`src/rtl/ddr_cke_lpbk_bist_ctrl_if.sv`:
```
// ddr_cke_lpbk_bist_ctrl_if: control, config, status and pad-driver signals of the CKE loopback BIST
interface ddr_cke_lpbk_bist_ctrl_if #(
  parameter int SETTLE_W = 4,
  parameter int ERR_W = 8
);
  logic i_start;
  logic i_abort;
  logic [SETTLE_W-1:0] i_cfg_settle;
  logic [7:0] i_cfg_num;
  logic [7:0] i_cfg_seed;
  logic i_d_lpbk;
  logic o_d_n;
  logic o_oe;
  logic o_hiz_n;
  logic o_lpbk_en;
  logic o_busy;
  logic o_done;
  logic o_pass;
  logic [ERR_W-1:0] o_err_cnt;
  logic [7:0] o_first_err_idx;
  modport master (
    output i_start, i_abort, i_cfg_settle, i_cfg_num, i_cfg_seed, i_d_lpbk,
    input o_d_n, o_oe, o_hiz_n, o_lpbk_en, o_busy, o_done, o_pass, o_err_cnt, o_first_err_idx
  );
  modport slave (
    input i_start, i_abort, i_cfg_settle, i_cfg_num, i_cfg_seed, i_d_lpbk,
    output o_d_n, o_oe, o_hiz_n, o_lpbk_en, o_busy, o_done, o_pass, o_err_cnt, o_first_err_idx
  );
endinterface

```
`src/rtl/ddr_cke_lpbk_bist_ctrl.sv`:
```
// ddr_cke_lpbk_bist_ctrl: drives an LFSR pattern onto the CKE pad and counts loopback mismatches
module ddr_cke_lpbk_bist_ctrl #(
  parameter int SETTLE_W = 4,
  parameter int ERR_W = 8
) (
  input logic i_clk,
  input logic i_rst_n,
  ddr_cke_lpbk_bist_ctrl_if.slave bus
);
  localparam int CW = SETTLE_W + 1;
  typedef enum logic [1:0] {IDLE, WARM, DRIVE, FIN} state_t;
  state_t state;
  logic [SETTLE_W-1:0] settle;
  logic [CW-1:0] cnt, reload;
  logic [7:0] num, lfsr, lfsr_n, k, first;
  logic [ERR_W-1:0] err, err_n;
  logic s1, s2, mism, d_n, oe, hiz_n, lpbk_en, busy, done, pass;
  always_comb begin
    lfsr_n = {lfsr[6:0], lfsr[7] ^ lfsr[5] ^ lfsr[4] ^ lfsr[3]};
    mism = s2 != lfsr[7];
    err_n = mism && !(&err) ? err + ERR_W'(1) : err;
    reload = CW'(settle) + CW'(2);
  end
  // each bit (and the warm-up) spans reload+1 cycles; the compare lands on the last one
  always_ff @(posedge i_clk or negedge i_rst_n)
    if (!i_rst_n) begin
      state <= IDLE;
      settle <= '0;
      cnt <= '0;
      num <= '0;
      lfsr <= '0;
      k <= '0;
      first <= 8'hFF;
      err <= '0;
      {s1, s2} <= 2'b00;
      {d_n, oe, hiz_n, lpbk_en, busy, done, pass} <= 7'b1000000;
    end else begin
      s1 <= bus.i_d_lpbk;
      s2 <= s1;
      done <= 1'b0;
      case (state)
        IDLE: if (bus.i_start) begin
          settle <= bus.i_cfg_settle;
          num <= bus.i_cfg_num;
          lfsr <= bus.i_cfg_seed == 8'h00 ? 8'h01 : bus.i_cfg_seed;
          err <= '0;
          first <= 8'hFF;
          k <= '0;
          cnt <= CW'(bus.i_cfg_settle) + CW'(2);
          state <= bus.i_cfg_num == 8'd0 ? FIN : WARM;
          done <= bus.i_cfg_num == 8'd0;
          pass <= bus.i_cfg_num == 8'd0;
          {d_n, oe, hiz_n, lpbk_en, busy} <= bus.i_cfg_num == 8'd0 ? 5'b10000 : 5'b11111;
        end
        WARM, DRIVE: if (bus.i_abort) begin
          state <= IDLE;
          pass <= 1'b0;
          {d_n, oe, hiz_n, lpbk_en, busy} <= 5'b10000;
        end else if (cnt != '0) begin
          cnt <= cnt - CW'(1);
        end else if (state == WARM) begin
          state <= DRIVE;
          d_n <= ~lfsr[7];
          cnt <= reload;
        end else begin
          err <= err_n;
          first <= mism && first == 8'hFF ? k : first;
          lfsr <= lfsr_n;
          k <= k + 8'd1;
          cnt <= reload;
          if (k + 8'd1 == num) begin
            state <= FIN;
            done <= 1'b1;
            pass <= err_n == '0;
            {d_n, oe, hiz_n, lpbk_en, busy} <= 5'b10000;
          end else begin
            d_n <= ~lfsr_n[7];
          end
        end
        default: state <= IDLE;
      endcase
    end
  assign {bus.o_d_n, bus.o_oe, bus.o_hiz_n, bus.o_lpbk_en, bus.o_busy, bus.o_done, bus.o_pass} =
    {d_n, oe, hiz_n, lpbk_en, busy, done, pass};
  assign bus.o_err_cnt = err;
  assign bus.o_first_err_idx = first;
endmodule

```
`src/flat_wrapper.sv`:
```
// flat-port wrapper written by rule: the top's interface ports become plain ports
module ddr_cke_lpbk_bist_ctrl_flat 
#(
  parameter int SETTLE_W = 4,
  parameter int ERR_W = 8
)
  (i_clk, i_rst_n, bus_i_start, bus_i_abort, bus_i_cfg_settle, bus_i_cfg_num, bus_i_cfg_seed, bus_i_d_lpbk, bus_o_d_n, bus_o_oe, bus_o_hiz_n, bus_o_lpbk_en, bus_o_busy, bus_o_done, bus_o_pass, bus_o_err_cnt, bus_o_first_err_idx);
  ddr_cke_lpbk_bist_ctrl_if #(.SETTLE_W(SETTLE_W), .ERR_W(ERR_W)) bus_i ();
  input logic i_clk;
  input logic i_rst_n;
  input wire logic [$bits(bus_i.i_start)-1:0] bus_i_start;
  input wire logic [$bits(bus_i.i_abort)-1:0] bus_i_abort;
  input wire logic [$bits(bus_i.i_cfg_settle)-1:0] bus_i_cfg_settle;
  input wire logic [$bits(bus_i.i_cfg_num)-1:0] bus_i_cfg_num;
  input wire logic [$bits(bus_i.i_cfg_seed)-1:0] bus_i_cfg_seed;
  input wire logic [$bits(bus_i.i_d_lpbk)-1:0] bus_i_d_lpbk;
  output wire logic [$bits(bus_i.o_d_n)-1:0] bus_o_d_n;
  output wire logic [$bits(bus_i.o_oe)-1:0] bus_o_oe;
  output wire logic [$bits(bus_i.o_hiz_n)-1:0] bus_o_hiz_n;
  output wire logic [$bits(bus_i.o_lpbk_en)-1:0] bus_o_lpbk_en;
  output wire logic [$bits(bus_i.o_busy)-1:0] bus_o_busy;
  output wire logic [$bits(bus_i.o_done)-1:0] bus_o_done;
  output wire logic [$bits(bus_i.o_pass)-1:0] bus_o_pass;
  output wire logic [$bits(bus_i.o_err_cnt)-1:0] bus_o_err_cnt;
  output wire logic [$bits(bus_i.o_first_err_idx)-1:0] bus_o_first_err_idx;
  assign bus_i.i_start = bus_i_start;
  assign bus_i.i_abort = bus_i_abort;
  assign bus_i.i_cfg_settle = bus_i_cfg_settle;
  assign bus_i.i_cfg_num = bus_i_cfg_num;
  assign bus_i.i_cfg_seed = bus_i_cfg_seed;
  assign bus_i.i_d_lpbk = bus_i_d_lpbk;
  assign bus_o_d_n = bus_i.o_d_n;
  assign bus_o_oe = bus_i.o_oe;
  assign bus_o_hiz_n = bus_i.o_hiz_n;
  assign bus_o_lpbk_en = bus_i.o_lpbk_en;
  assign bus_o_busy = bus_i.o_busy;
  assign bus_o_done = bus_i.o_done;
  assign bus_o_pass = bus_i.o_pass;
  assign bus_o_err_cnt = bus_i.o_err_cnt;
  assign bus_o_first_err_idx = bus_i.o_first_err_idx;
  ddr_cke_lpbk_bist_ctrl #(.SETTLE_W(SETTLE_W), .ERR_W(ERR_W)) u_core (.i_clk(i_clk), .i_rst_n(i_rst_n), .bus(bus_i));
endmodule
```
`config.mk`:
```
export PLATFORM = sky130hd
export DESIGN_NAME = ddr_cke_lpbk_bist_ctrl_flat
export DESIGN_NICKNAME = d
export VERILOG_FILES = /design/src/rtl/ddr_cke_lpbk_bist_ctrl_if.sv /design/src/rtl/ddr_cke_lpbk_bist_ctrl.sv /design/src/flat_wrapper.sv
export SDC_FILE = /design/constraint.sdc
export NUM_CORES = 1
export LEC_CHECK = 0
export CAP_MARGIN = 5
export CORE_ASPECT_RATIO = 0.6
export CORE_MARGIN = 8
export CORE_UTILIZATION = 55
export CTS_BUF_LIST = sky130_fd_sc_hd__clkbuf_8
export DETAILED_ROUTE_END_ITERATION = 10
export MAX_ROUTING_LAYER = met4
export PLACE_DENSITY = 0.9
export SYNTH_ARGS = -nofsm -noshare
export SYNTH_HDL_FRONTEND = slang
export SYNTH_SLANG_ARGS = --single-unit
```
`constraint.sdc`:
```
create_clock -name i_clk -period 2.8 [get_ports i_clk]
set_input_delay 0.56 -clock i_clk [delete_from_list [all_inputs] [get_ports i_clk]]
set_output_delay 0.56 -clock i_clk [all_outputs]
set_load 0.05 [all_outputs]
```
==> flow_metrics.env, run 1 <==
export IMPL_cp_arrival_ns=2.69
export IMPL_synthCells=342
export IMPL_startpoint_type="flop"
export IMPL_rsz0062_at_grt="no"
export IMPL_reg2reg_to="u_core.lfsr[6]$_DFFE_PN0P_"
export IMPL_synth_seq_cells=57
export IMPL_period_share_pct=88.5
export IMPL_yosysWarnings=0
export IMPL_final_hold_violation_count=0
export IMPL_drc=0
export IMPL_avgSynthCellArea_um2=9.65
export IMPL_synthArstFlopShare_pct=100
export IMPL_cts_tree="built"
export IMPL_p_leak_nw=1.76
export IMPL_clock_sinks=57
export IMPL_critPathMaxFanout=16
export IMPL_fill_cells=461
export IMPL_layout_drive_gt1_share_pct=16.7
export IMPL_final_common_cell="dfrtp_1"
export IMPL_antenna_found_initial=0
export IMPL_routedWlPerCell_um=17.4
export IMPL_period_needed_ns=2.48
export IMPL_timing_hold_ws_ns=0.232
export IMPL_avgViaCountPerCell=5.98
export IMPL_htree_levels=3
export IMPL_fmax_mhz=404
export IMPL_initial_core_util_pct=55.5
export IMPL_final_core_util_pct=69.0
export IMPL_detailroute_via_count=2868
export IMPL_vdd_drop_max_mv=0.653
export IMPL_gp_congestion=0.960
export IMPL_drt_iter0_markers=247
export IMPL_critical_path_class="reg -> reg"
export IMPL_cap_violations=0
export IMPL_worst_pin_slew_ns=0.627
export IMPL_outcome="finished, final reports clean"
export IMPL_slew_headroom_pct=58.2
export IMPL_grt_pass1_wl_um=14100
export IMPL_skew_ns=0.00538
export IMPL_final_cell_mix="dfrtp_1, clkdlybuf4s50_1, nand2_1, o21ai_0, a21oi_1"
export IMPL_cts_buffer_depth=2
export IMPL_ys_types=59
export IMPL_clock_tree_root_cell="clkbuf_8"
export IMPL_dieHeight_um=76.0
export IMPL_cts_buffers=9
export IMPL_io_buffers=47
export IMPL_rows=22
export IMPL_wirelength_um=8350
export IMPL_ctsHoldBuffers=0
export IMPL_grt_usage_pct=20.3
export IMPL_num_antenna_cells=0
export IMPL_core_area_um2=5950
export IMPL_insertion_delay_ns=0.34
export IMPL_grt_pass1_vias=2918
export IMPL_synth_edff_count=0
export IMPL_crit_chain="inv_1 -> ha_1 -> inv_1 -> or4_1 -> a211o_1 -> buf_4 -> nand2_1 -> o21ai_0"
export IMPL_ant_nets=0
export IMPL_regToRegStartpoint="u_core.cnt[0]$_DFFE_PN0P_"
export IMPL_reg2reg_slack_ns=0.32
export IMPL_final_max_slew_viol_count=0
export IMPL_layout_area_seq_um2=1440
export IMPL_crit_required_ns=3.02
export IMPL_final_nets=424
export IMPL_cpPeakStageDelay_ns=0.65
export IMPL_clk_pin_slew_worst_paths_ns=0.07
export IMPL_overflow=0
export IMPL_drtPass1Iterations=6
export IMPL_chipWidth_um=116
export IMPL_path_common_cell="inv_1"
export IMPL_mappedNetlistArea_um2=3300
export IMPL_synth_ff_type="dfrtp_1"
export IMPL_r2r_cells=8
export IMPL_synth_fp_nets=375
export IMPL_setup_violations=0
export IMPL_fin_tns_setup_ns=0
export IMPL_syn_to_final_growth_pct=24.2
export IMPL_crit_path_end_kind="flop"
export IMPL_ys_seq_area_share_pct=43.5
export IMPL_multi_input_area_um2=1740
export IMPL_ctsResizeCount=0
export IMPL_post_cts_buffers=0
export IMPL_holdCritPathClass="in -> async"
export IMPL_ios=48
export IMPL_slowest_stage="or4_1"
export IMPL_pwr_density_cell_nw_per_um2=1160
export IMPL_dp_hpwl_um=6170
export IMPL_dieArea_um2=8820
export IMPL_grt_max_degree=27
-- report_power, final --
| part | internal, mW | leakage (nW) | switching [mW] |
|---|---|---|---|
| registers | 1.17 | 0.708 | 0.281 |
| logic | 1.01 | 0.939 | 1.43 |
| clock network | 0.546 | 0.115 | 0.338 |
-- logic make-up (layout without fill, tap and decap cells) --
kind of cell	after synthesis	in the layout	synth area share, %
buffers and inverters	31	85	4.05
AND/OR/NAND/NOR	108	108	17.9
AO/OA/AOI/OAI	93	93	17.0
flip-flops	57	57	43.5
XOR/XNOR	21	21	6.40
adder cells (fa/ha/maj)	8	8	3.03
multiplexers	24	24	8.07
-- through the flow --
step           cell area, um2  cells  power (mW)  setup WS [ns]
6_report                 4100    480        4.77          0.323
5_1_grt                  4100    480        5.06          0.194
4_1_cts                  4100    480        4.77          0.314
3_5_place_dp             3870    464        3.87          0.268
3_3_place_gp             3870    464        3.76          0.418
2_1_floorplan            3300    342        3.18          0.478
-- worst max-delay path, delay by kind of cell, from the launching register on --
kind / cells / cell delay [ns]
buffers and inverters: 3 / 0.44
and+or+nand+nor: 2 / 0.72
AOI/OAI and AO/OA: 2 / 0.60
DFF: 1 / 0.42
adders and majority gates: 1 / 0.17
-- registers in the layout, summed over array words and instances, names as in the netlist, 2 cells and up --
signal                      count
u_core.bus.o_err_cnt            8
u_core.bus.o_first_err_idx      8
u_core.k                        8
u_core.lfsr                     8
u_core.num                      8
u_core.cnt                      5
u_core.settle                   4
u_core.state                    2
-- worst max-delay path by stage --
| stage | start | to | slack [ns] | cells past startpoint |
|---|---|---|---|---|
| after floorplan | u_core.bus.o_err_cnt[0]$_DFFE_PN0P_ | u_core.bus.o_pass$_DFFE_PN0P_ | 0.48 | 8 |
| after global placement | bus_i_start | u_core.bus.o_first_err_idx[0]$_DFFE_PN1P_ | 0.42 | 6 |
| after detailed placement | bus_i_start | u_core.lfsr[6]$_DFFE_PN0P_ | 0.27 | 7 |
| after CTS | u_core.cnt[0]$_DFFE_PN0P_ | u_core.lfsr[6]$_DFFE_PN0P_ | 0.31 | 7 |
| after global routing | u_core.cnt[0]$_DFFE_PN0P_ | u_core.lfsr[4]$_DFFE_PN0P_ | 0.19 | 8 |
| final | u_core.cnt[0]$_DFFE_PN0P_ | u_core.lfsr[6]$_DFFE_PN0P_ | 0.32 | 8 |
-- cells in the mapped netlist (5+ instances only) --
library cell | n | area, um2
dfrtp_1 | 48 | 1200
inv_1 | 10 | 37.5
nand3_1 | 9 | 45.0
a21oi_1 | 22 | 110
mux2i_1 | 9 | 90.1
nand2_1 | 37 | 139
clkbuf_1 | 12 | 45.0
mux2_2 | 13 | 146
o31ai_1 | 5 | 37.5
xor2_1 | 6 | 52.6
dfstp_2 | 9 | 236
nor2_1 | 19 | 71.3
xnor2_1 | 13 | 114
o21ai_0 | 35 | 175
ha_1 | 8 | 100
-- per-layer routing --
| metal | GRT usage [%] | vias up | wire (um) | part of all wire [%] |
|---|---|---|---|---|
| met1 | 26.3 | 1395 | 3760 | 45 |
| met2 | 29.4 | 130 | 3800 | 46 |
| met3 | 7.75 | 15 | 714 | 8.6 |
| met5 | - | - | 0 | 0 |
| met4 | 4.89 | 0 | 78 | 0.93 |
| li1 | - | 1328 | - | - |
-- layout make-up --
class                           count  share of cell area, %
Clock inverter                      5                   1.89
Clock buffer                       11                   3.69
Inverter                           10                  0.915
Tap cell                           84                   2.56
Multi-Input combinational cell    254                   42.3
Sequential cell                    57                   35.1
Timing Repair Buffer               59                   13.5
No activity file was read; power rests on OpenSTA's default activity.
==> run 2: changes to the inputs <==
ABC_AREA = 1   (was default)
CAP_MARGIN = 10   (was 5)
PLACE_DENSITY = 0.89   (was 0.9)
==> run 2 against run 1 <==
Effect of this change:
- wire length decreased by 0.54%
- clock power down 29%
- register-to-register slack hardly changed
- sequential power increased by 9%
- area after synthesis rose by 1.4%
- highest routed layer unchanged
- critical path depth increased by 1
- hold slack worse by 0.052 ns
- clock skew is 0.0030 ns higher
==> flow_metrics.env, run 2 <==
export IMPL_dp_hpwl_um=6400
export IMPL_syn_to_final_growth_pct=20.8
export IMPL_cap_violations=0
export IMPL_period_share_pct=88.8
export IMPL_gp_congestion=0.924
export IMPL_cts_buffer_depth=2
export IMPL_yosys_top_cells_area="dfrtp_1, nand2_1, dfstp_2, nand3_1, inv_1"
export IMPL_crit_path_start="u_core.state[0]$_DFFE_PN0P_"
export IMPL_period_needed_ns=2.49
export IMPL_combPwrFrac_pct=57.5
export IMPL_final_cell_mix="nand2_1, dfrtp_1, inv_1, clkdlybuf4s50_1, nor2_1"
export IMPL_final_common_cell="nand2_1"
export IMPL_wirelength_um=8300
export IMPL_grt_pass1_vias=3037
export IMPL_clock_tree_root_cell="clkbuf_8"
export IMPL_drt_iter0_markers=190
export IMPL_synth_most_common_cell="nand2_1"
export IMPL_rsz0062_at_grt="no"
export IMPL_placed_area_um2=3890
export IMPL_holdCritPathClass="in -> async"
export IMPL_mappedNetlistArea_um2=3350
export IMPL_critical_path_class="reg -> reg"
export IMPL_p_leak_nw=1.85
export IMPL_fmax_mhz=402
export IMPL_synthCells=431
export IMPL_startpoint_type="flop"
export IMPL_synth_common_cells="nand2_1, dfrtp_1, inv_1"
export IMPL_worst_pin_slew_ns=0.629
export IMPL_avgViaCountPerCell=5.44
export IMPL_ctsHoldBuffers=0
export IMPL_insertion_delay_ns=0.35
export IMPL_stdcell_area_um2=4050
export IMPL_core_area_um2=6000
export IMPL_synth_ff_type="dfrtp_1"
export IMPL_slew_headroom_pct=57.9
export IMPL_skew_ns=0.00835
export IMPL_critPathMaxFanout=17
export IMPL_power_internal_mw=2.59
export IMPL_post_cts_buffers=0
export IMPL_synthArstFlopShare_pct=100
export IMPL_final_max_slew_viol_count=0
export IMPL_initial_core_util_pct=55.8
export IMPL_p_seq_share_pct=30.4
export IMPL_avgSynthCellArea_um2=7.77
export IMPL_htree_levels=3
export IMPL_rows=22
export IMPL_cts_tree="built"
export IMPL_total_power_mw=5.20
export IMPL_dp_cells=555
export IMPL_ys_types=37
export IMPL_fill_cells=541
export IMPL_drtPass1Iterations=4
export IMPL_chipWidth_um=117
export IMPL_dp_slack_ns=0.263
export IMPL_pwr_share_clk_pct=12.1
export IMPL_worst_slack_ns=0.314
export IMPL_switching_share_pct=50.2
export IMPL_overflow=0
export IMPL_num_antenna_cells=0
export IMPL_crit_path_end_kind="flop"
export IMPL_yosysWarnings=0
export IMPL_vdd_drop_max_mv=0.615
export IMPL_grt_usage_pct=20.4
export IMPL_r2r_cells=9
export IMPL_antenna_found_initial=0
export IMPL_synth_top_area_share_pct=35.9
export IMPL_grt_pass1_wl_um=14100
export IMPL_layout_drive_gt1_share_pct=12.5
export IMPL_pwr_density_cell_nw_per_um2=1280
export IMPL_yosys_area_top_type="dfrtp_1"
export IMPL_dieArea_um2=8930
export IMPL_cts_buffers=9
export IMPL_ios=48
export IMPL_synth_edff_count=0
export IMPL_setup_violations=0
export IMPL_final_core_util_pct=67.4
export IMPL_crit_required_ns=3.07
export IMPL_detailroute_via_count=3106
export IMPL_synth_compound_area_share_pct=13.0
export IMPL_timing_hold_ws_ns=0.181
export IMPL_regToRegStartpoint="u_core.state[0]$_DFFE_PN0P_"
export IMPL_post_synth_xor_area_fraction_pct=3.32
export IMPL_power_switching_mw=2.61
export IMPL_synth_fp_nets=464
export IMPL_outcome="finished, final reports clean"
export IMPL_final_nets=515
export IMPL_clk_pin_slew_worst_paths_ns=0.07
export IMPL_drc=0
export IMPL_ys_seq_area_share_pct=42.9
export IMPL_ant_nets=0
export IMPL_synth_area_mux_share_pct=1.34
export IMPL_fin_cells=571
export IMPL_fin_tns_setup_ns=0
export IMPL_ctsResizeCount=0
export IMPL_yosys_area_share_simple_pct=28.1
export IMPL_synth_adder_area_share_pct=2.99
export IMPL_grt_max_degree=25
export IMPL_synth_top_family_by_area="simple AND/OR/NAND/NOR gates"
export IMPL_cp_arrival_ns=2.76
export IMPL_synth_seq_cells=57
export IMPL_final_hold_violation_count=0
export IMPL_reg2reg_to="u_core.lfsr[4]$_DFFE_PN0P_"
export IMPL_io_buffers=47
export IMPL_dieHeight_um=76.5
export IMPL_clock_sinks=57
export IMPL_routedWlPerCell_um=14.5
export IMPL_reg2reg_slack_ns=0.31
-- run 2: worst max path at each step --
stage	end	slack (ns)	cells after the start
global placement	u_core.lfsr[3]$_DFFE_PN0P_	0.38	10
floorplan	u_core.bus.o_err_cnt[6]$_DFFE_PN0P_	0.86	10
finish	u_core.lfsr[4]$_DFFE_PN0P_	0.31	9
CTS	u_core.lfsr[4]$_DFFE_PN0P_	0.31	9
global route	u_core.lfsr[6]$_DFFE_PN0P_	0.06	9
detailed placement	u_core.lfsr[4]$_DFFE_PN0P_	0.26	10
-- run 2: critical path: stages (launching register included) --
cell,delay (ns)
dfrtp_1,0.39
inv_1,0.06
ha_1,0.58
inv_2,0.18
a21oi_2,0.27
inv_2,0.13
nor3_4,0.37
buf_4,0.25
o211ai_1,0.10
o21ai_1,0.10
-- run 2: metal layers --
metal  vias to the layer above  GRT usage, %  share of wire, %  routed length [um]
li1                       1518             -                 -                   -
met1                      1455          26.7                46                3820
met2                       116          29.3                44                3630
met3                        17          5.85               9.1                 752
met4                         0          7.24               1.2                 101
met5                         -             -                 0                   0
-- run 2: logic make-up (layout without fill, tap and decap cells) --
kind of cell / count (synthesis) / count (layout)
buf+inv: 68 / 124
mux: 4 / 4
fa+ha+maj: 8 / 8
simple gates: 210 / 210
xor+xnor: 11 / 11
compound gates: 73 / 73
flops: 57 / 57
-- run 2: power groups by stage --
stage / clock [mW] / sequential, mW / combinational [mW]
final: 0.627 / 1.58 / 2.99
after global routing: 0.671 / 1.62 / 3.31
after CTS: 0.638 / 1.58 / 2.99
after detailed placement: 0 / 1.58 / 2.97
after global placement: 0 / 1.56 / 2.87
after floorplan: 0 / 1.91 / 1.86
-- run 2: cell type report --
type,instances,area [um2],area share [%]
Tap cell,84,105,2.60
Timing Repair Buffer,53,510,12.6
Clock buffer,9,124,3.06
Multi-Input combinational cell,306,1630,40.3
Clock inverter,7,31.3,0.773
Inverter,55,206,5.10
Sequential cell,57,1440,35.5
==> run 3: changes to the inputs <==
SLEW_MARGIN = 20   (was default)
==> results of run 3 <==
No change in the layout: final DEF, timing and power equal those of run 2.
